`src/rtl/reliability_event_logger.sv`:
```
// reliability_event_logger: timestamps rising edges of reliability flags into a show-ahead FIFO with sticky status and saturating counts
module reliability_event_logger #(
   parameter int DEPTH = 8,
   parameter int TS_W  = 16,
   parameter int CNT_W = 8
) (
   input  logic                     clk,
   input  logic                     rst,
   input  logic                     log_en,
   input  logic                     clr_stat,
   input  logic                     alu_fault_in,
   input  logic                     mux_fault_in,
   input  logic                     ecc_err_in,
   input  logic                     evt_pop,
   output logic                     evt_valid,
   output logic [TS_W-1:0]          evt_ts,
   output logic [2:0]               evt_src,
   output logic [$clog2(DEPTH):0]   evt_count,
   output logic [2:0]               sticky,
   output logic                     any_fault,
   output logic [CNT_W-1:0]         alu_cnt,
   output logic [CNT_W-1:0]         mux_cnt,
   output logic [CNT_W-1:0]         ecc_cnt,
   output logic                     overflow,
   output logic [CNT_W-1:0]         drop_cnt
);
   localparam int AW = $clog2(DEPTH);
   localparam int CW = AW + 1;
   logic [2:0]      prev, rise, logged;
   logic [TS_W-1:0] ts;
   logic [TS_W-1:0] ts_mem [DEPTH];
   logic [2:0]      src_mem [DEPTH];
   logic [AW-1:0]   rd_ptr, wr_ptr;
   logic            push, pop, full, accept, drop;

   function automatic logic [CNT_W-1:0] sat_inc(input logic [CNT_W-1:0] v, input logic inc);
      return v + CNT_W'(inc && v != '1);
   endfunction

   always_comb begin
      rise      = {ecc_err_in, mux_fault_in, alu_fault_in} & ~prev;
      logged    = log_en ? rise : 3'b000;
      push      = |logged;
      evt_valid = evt_count != '0;
      full      = evt_count == CW'(DEPTH);
      pop       = evt_pop && evt_valid;
      accept    = push && (!full || pop);
      drop      = push && full && !pop;
      evt_ts    = evt_valid ? ts_mem[rd_ptr] : '0;
      evt_src   = evt_valid ? src_mem[rd_ptr] : '0;
      any_fault = |sticky;
   end

   always_ff @(posedge clk) begin
      if (rst) begin
         prev      <= '0;
         ts        <= '0;
         rd_ptr    <= '0;
         wr_ptr    <= '0;
         evt_count <= '0;
         sticky    <= '0;
         alu_cnt   <= '0;
         mux_cnt   <= '0;
         ecc_cnt   <= '0;
         overflow  <= 1'b0;
         drop_cnt  <= '0;
      end else begin
         prev      <= {ecc_err_in, mux_fault_in, alu_fault_in};
         ts        <= ts + 1'b1;
         rd_ptr    <= rd_ptr + AW'(pop);
         wr_ptr    <= wr_ptr + AW'(accept);
         evt_count <= evt_count + CW'(accept) - CW'(pop);
         // a clear coinciding with a new edge keeps the new edge
         sticky    <= (clr_stat ? 3'b000 : sticky) | logged;
         alu_cnt   <= clr_stat ? CNT_W'(logged[0]) : sat_inc(alu_cnt, logged[0]);
         mux_cnt   <= clr_stat ? CNT_W'(logged[1]) : sat_inc(mux_cnt, logged[1]);
         ecc_cnt   <= clr_stat ? CNT_W'(logged[2]) : sat_inc(ecc_cnt, logged[2]);
         overflow  <= (overflow & ~clr_stat) | drop;
         drop_cnt  <= clr_stat ? CNT_W'(drop) : sat_inc(drop_cnt, drop);
      end
   end

   always_ff @(posedge clk) begin
      if (accept) begin
         ts_mem[wr_ptr]  <= ts;
         src_mem[wr_ptr] <= rise;
      end
   end
endmodule

```
`config.mk`:
```
export PLATFORM = sky130hd
export DESIGN_NAME = reliability_event_logger
export DESIGN_NICKNAME = d
export VERILOG_FILES = /design/src/rtl/reliability_event_logger.sv
export SDC_FILE = /design/constraint.sdc
export NUM_CORES = 1
export LEC_CHECK = 0
export CAP_MARGIN = 20
export CORE_ASPECT_RATIO = 0.8
export CORE_MARGIN = 2
export CORE_UTILIZATION = 52
export CTS_CLUSTER_SIZE = 20
export DETAILED_ROUTE_END_ITERATION = 10
export GPL_TIMING_DRIVEN = 0
export PLACE_DENSITY = 0.76
export SETUP_SLACK_MARGIN = 0.02
export SYNTH_ARGS = -nofsm -noshare
export SYNTH_HDL_FRONTEND = slang
export SYNTH_SLANG_ARGS = --single-unit
export TNS_END_PERCENT = 5
```
`constraint.sdc`:
```
create_clock -name clk -period 3.1 [get_ports clk]
set_clock_uncertainty 0.1 [all_clocks]
set_input_delay 0.31 -clock clk [delete_from_list [all_inputs] [get_ports clk]]
set_output_delay 0.31 -clock clk [all_outputs]
set_load 0.02 [all_outputs]
```
# Word-level counts from Yosys, hierarchy flattened
# Memory sizes are Yosys's and may differ from the RTL's. A register that Yosys moved wholly into a read port is not among the register bits.
# Cells that the tools add are included.
[totals]
out_inout_bits = 61
regBits = 65
ramBits = 152
mem_count = 2
in_bits = 8
[classes]
n_mux = 12
n_eq_ne = 5
n_reduce_logical = 15
n_addsub = 9
n_bitwise = 6
[memory_table]
columns = ["memory", "words", "width", "read_ports", "rd_clocked_by_memory_dff", "write_ports", "line_no", "text"]
rows = [
  ["ts_mem", 8, 16, 1, 1, 1, "31", "logic [TS_W-1:0] ts_mem [DEPTH];"],
  ["src_mem", 8, 3, 1, 1, 1, "32", "logic [2:0] src_mem [DEPTH];"],
]
[ops]
columns = ["cell", "n"]
rows = [
  ["$add 8x1->8", 4],
  ["$ne 8x8->1 const B", 4],
  ["$add 16x1->16 const B", 1],
  ["$mux 16", 1],
  ["$mux 3", 5],
  ["$logic_and 1x1->1", 8],
  ["$add 3x1->3", 2],
  ["$mux 1", 6],
  ["$reduce_or 3->1", 2],
  ["$add 4x1->4", 1],
  ["$eq 4x4->1 const B", 1],
  ["$reduce_bool 4->1", 1],
  ["$sub 4x1->4", 1],
  ["$and 3x3->3", 1],
  ["$not 3->3", 1],
  ["$or 3x3->3", 1],
  ["$logic_not 1->1", 2],
  ["$reduce_or 2->1", 1],
  ["$and 1x1->1", 1],
  ["$logic_or 1x1->1", 1],
  ["$not 1->1", 1],
  ["$or 1x1->1", 1],
]

# Depth between registers and ports, before layout
[logic_depth]
depth_word = 9
depth_mapped = 12

# Worst setup path after synthesis
# No wires, ideal clock.
[synth_path]
path_type = "flip-flop to flip-flop"
from = "reg evt_count[2]"
to = "mem src_mem[5][0] (enable)"
synth_period_minus_slack_ns = 3.069
required_time_ns = 2.581
setup_slack_ns = 0.031
arrival_ns = 2.550
stages_incl_launch_ff = 7
path_cell_list = "dfxtp_1 -> inv_1 -> ha_1 -> nand2b_1 -> nand3_1 -> nand3_1 -> nor3_1"
[synth_between]
elab_chain_len = 6
[synth_lines]
columns = ["element", "line_no", "text"]
rows = [
  ["from (decl)", "18", "output logic [$clog2(DEPTH):0] evt_count,"],
  ["from (signal assigned)", "72", "evt_count <= evt_count + CW'(accept) - CW'(pop);"],
  ["$eq 4x4->1 or $reduce_bool 4->1 (tied branches)", "45, 44", ""],
  ["$logic_not 1->1 or $logic_and 1x1->1 (tied branches)", "47, 46", ""],
  ["$logic_or 1x1->1 *", "47", "accept = push && (!full || pop);"],
  ["$logic_and 1x1->1 *", "47", ""],
  ["$mux 1 *", "84", "if (accept) begin"],
  ["$mux 1 (implied by the code) *", "86", "src_mem[wr_ptr] <= rise;"],
  ["to (decl)", "32", ""],
]
# Mark *: on every way between the ends. The rest lies on a longest branch, timed or not.

==> metrics.txt <==
Reg clk slew, reported paths roughly 0.060 ns; CP Launch Type flip-flop; share of flip-flops with an asynchronous set or reset 0%; hold slack final a little under 0.3 ns; #FFs+latches synth between 200 and 250; Post-DP HPWL roughly 12 mm; IO Pins 69; proportion of layout cells with a drive suffix above 1 between 15 and 20%; post-route setup slack 0.113 ns; Mean Syn Cell Area between 15 and 20 um2; CTS tree done; Slew @ Worst Pin roughly 0.89 ns; pre-CTS WS -0.593 ns; Initial Util between 50% and 60%; Setup crit end kind primary output; Root Buffer clkbuf_16; drt wl/cell roughly 20 um; core area 0.0160 mm2; fmax ~330 MHz; Peak VDD IR around 0.54 mV; setup TNS 0 ns; first-pass GRT wire length ~28 mm; Hold Vio Cnt, Final 0; vias per cell 5.61; slowest stage delay, CP 0.54 ns; drt total wl 17.6 mm; Tcrit/Tclk final a little over nine tenths; Vias slightly below 5000; min Tclk post-route between 2 and 3 ns; Yosys warnings 0; CTS Sinks around 220; reg2reg setup slack 0.15 ns; largest net degree at the start of global routing 15; Setup-failing EPs final 0; crit path max fanout 10; Ant. Diodes 0; area share of and/or/nand/nor cells after synthesis 9.21%; PortBufs 68; CTS Buf Count 21; Final ANT Viol Nets 0; status complete, no violations; mux cell area share after synthesis 10.6%; ys flop type edfxtp_1; final-stage net count approximately 670; cells along the critical path buf_2 > buf_2 > mux4_2 > a22o_1 > clkdlybuf4s50_1; Slowest-stage cell, CP clkdlybuf4s50_1; clk_lat worst skew 0.49 ns; Slew HR 40.6%; critical path's top delay family buffers and inverters; DR pass1 iterations 5; Lkg Pwr 3.67 nW; Tot GR Track Use ~21%; synthesized cell area ~0.0086 mm2; vias in the first global route 5126; Buf+Inv Stages, Crit Path 3; Synth Instances about 540; sequential area share after synthesis about 68%; post-synthesis adder-cell area fraction between 3 and 4%; most frequent cell on the critical path buf_2; CP required 2.69 ns; row count a little over 40; CTS HTree Levels 1; Synth Area in Compound Gates 4.19%; RSZ-0062 raised after global routing false; Pwr Total roughly 0.0076 W; Die Span X approximately 150 um; setup repair bufs after CTS 0; initial drt markers between 400 and 500; Layout area overhead 21.2%; signal arrival time at the worst endpoint ~2.6 ns; count of max-cap constraint violations 0; syn nets between 500 and 600; pwr dens about 730 mW/mm2; Final Max Tran Viols 0; Placer Congestion between 0.7 and 0.8; Yosys cell types 37; die area 0.0175 mm2; XOR/XNOR share of the synthesized area between 2 and 3%; kind of critical path reg2out; initial antenna violation count 0; die height 119 um; Max Buffers Root-to-Sink 3; Min-Delay Path Class in2reg; Residual DRC 0; number of enable flip-flop cells after synthesis between 150 and 200; remaining global-route overflow 0; largest family of logic cells by synthesized area multiplexers
routing by layer:
metal,share of wire (%),GRT usage [%],vias to the layer above
li1,-,-,2253
met1,43,28.5,2449
met2,49,34.4,141
met3,5.6,3.45,31
met4,2.1,5.71,0
met5,0,0,-
cell usage after synthesis (all sizes together), types with 8 or more instances:
master  instances  area [um2]
mux4           38         856
nand3          28         153
xor2           15         131
a22o           22         193
nor2b          17         106
buf             8        58.8
a21oi          16        83.8
clkbuf         12        46.3
ha             19         238
edfxtp        152        4560
dfxtp          65        1300
inv             8        30.0
xnor2          14         123
nor2           47         179
nand2          15        56.3
o21ai           9        45.0
or3            11        68.8
cells by family (layout without fill, tap and decap cells):
group           Yosys count  count (layout)
mux                      42              42
flops                   217             217
compound gates           51              51
buf+inv                  28             143
xor+xnor                 29              29
simple gates            152             152
fa+ha+maj                20              20
layout make-up:
class                           count  area, um2
Tap cell                          215        269
Fill cell                        1096       5560
Multi-Input combinational cell    294       2610
Sequential cell                   217       5870
Clock buffer                       34        627
Timing Repair Buffer               77        832
Clock inverter                      4       26.3
Inverter                            8       30.0
Buffer                             20        129
what timing repair did:
item | in CTS | in global routing
hold buffers | 0 | 0
gates resized for setup | 12 | 13
endpoints found under the hold margin | 0 | 0
setup endpoints to repair | 23 | 26
stage by stage:
step	utilization, %	instances	area, um2
floorplan	-	539	8570
global placement	59.7	822	9520
detailed placement	60.7	831	9680
CTS	64.9	869	10400
global route	65.1	869	10400
finish	65.1	869	10400
power by group:
| part | switching, W | internal [W] | total (W) |
|---|---|---|---|
| sequential | 0.0000733 | 0.00322 | 0.00329 |
| clock | 0.00102 | 0.00139 | 0.00241 |
| combinational | 0.000959 | 0.000941 | 0.00190 |
state kept, by name, indices dropped and copies added (netlist names), 4 cells and up:
signal,flops
alu_cnt,8
drop_cnt,8
ecc_cnt,8
evt_count,4
mux_cnt,8
src_mem,24
ts,16
ts_mem,128
final timing paths:
path,cells after the start,start,to
min,2,mux_fault_in,prev[1]
max reg2reg,5,prev[1],ts_mem[5][10]
min reg2reg,2,overflow,overflow
max,5,rd_ptr[1],evt_ts[2]
cell usage in the layout, fill, tap and decap left out, types with 3 or more instances in the layout:
cell,netlist,layout
buf_6,3,4
or3_1,11,11
mux4_2,38,38
dlygate4sd2_1,0,3
inv_1,8,8
xor2_1,15,15
o211a_1,3,3
clkbuf_1,11,15
nand2b_1,6,6
o21ai_0,9,9
clkbuf_2,1,3
ha_1,19,19
dfxtp_1,65,64
a22o_1,22,22
nand3_1,27,27
and2_1,6,6
a21oi_1,15,15
dlymetal6s2s_1,0,9
clkbuf_16,0,21
clkbuf_8,0,5
buf_8,0,7
nor3_1,5,3
nor2b_1,17,16
clkdlybuf4s50_1,0,56
nand4_1,5,5
xnor2_1,14,14
and3_1,6,6
edfxtp_1,152,152
nor2_1,46,40
nor2_2,1,7
nand2_1,15,15
buf_2,5,3
(Power assumes the default switching activity.)
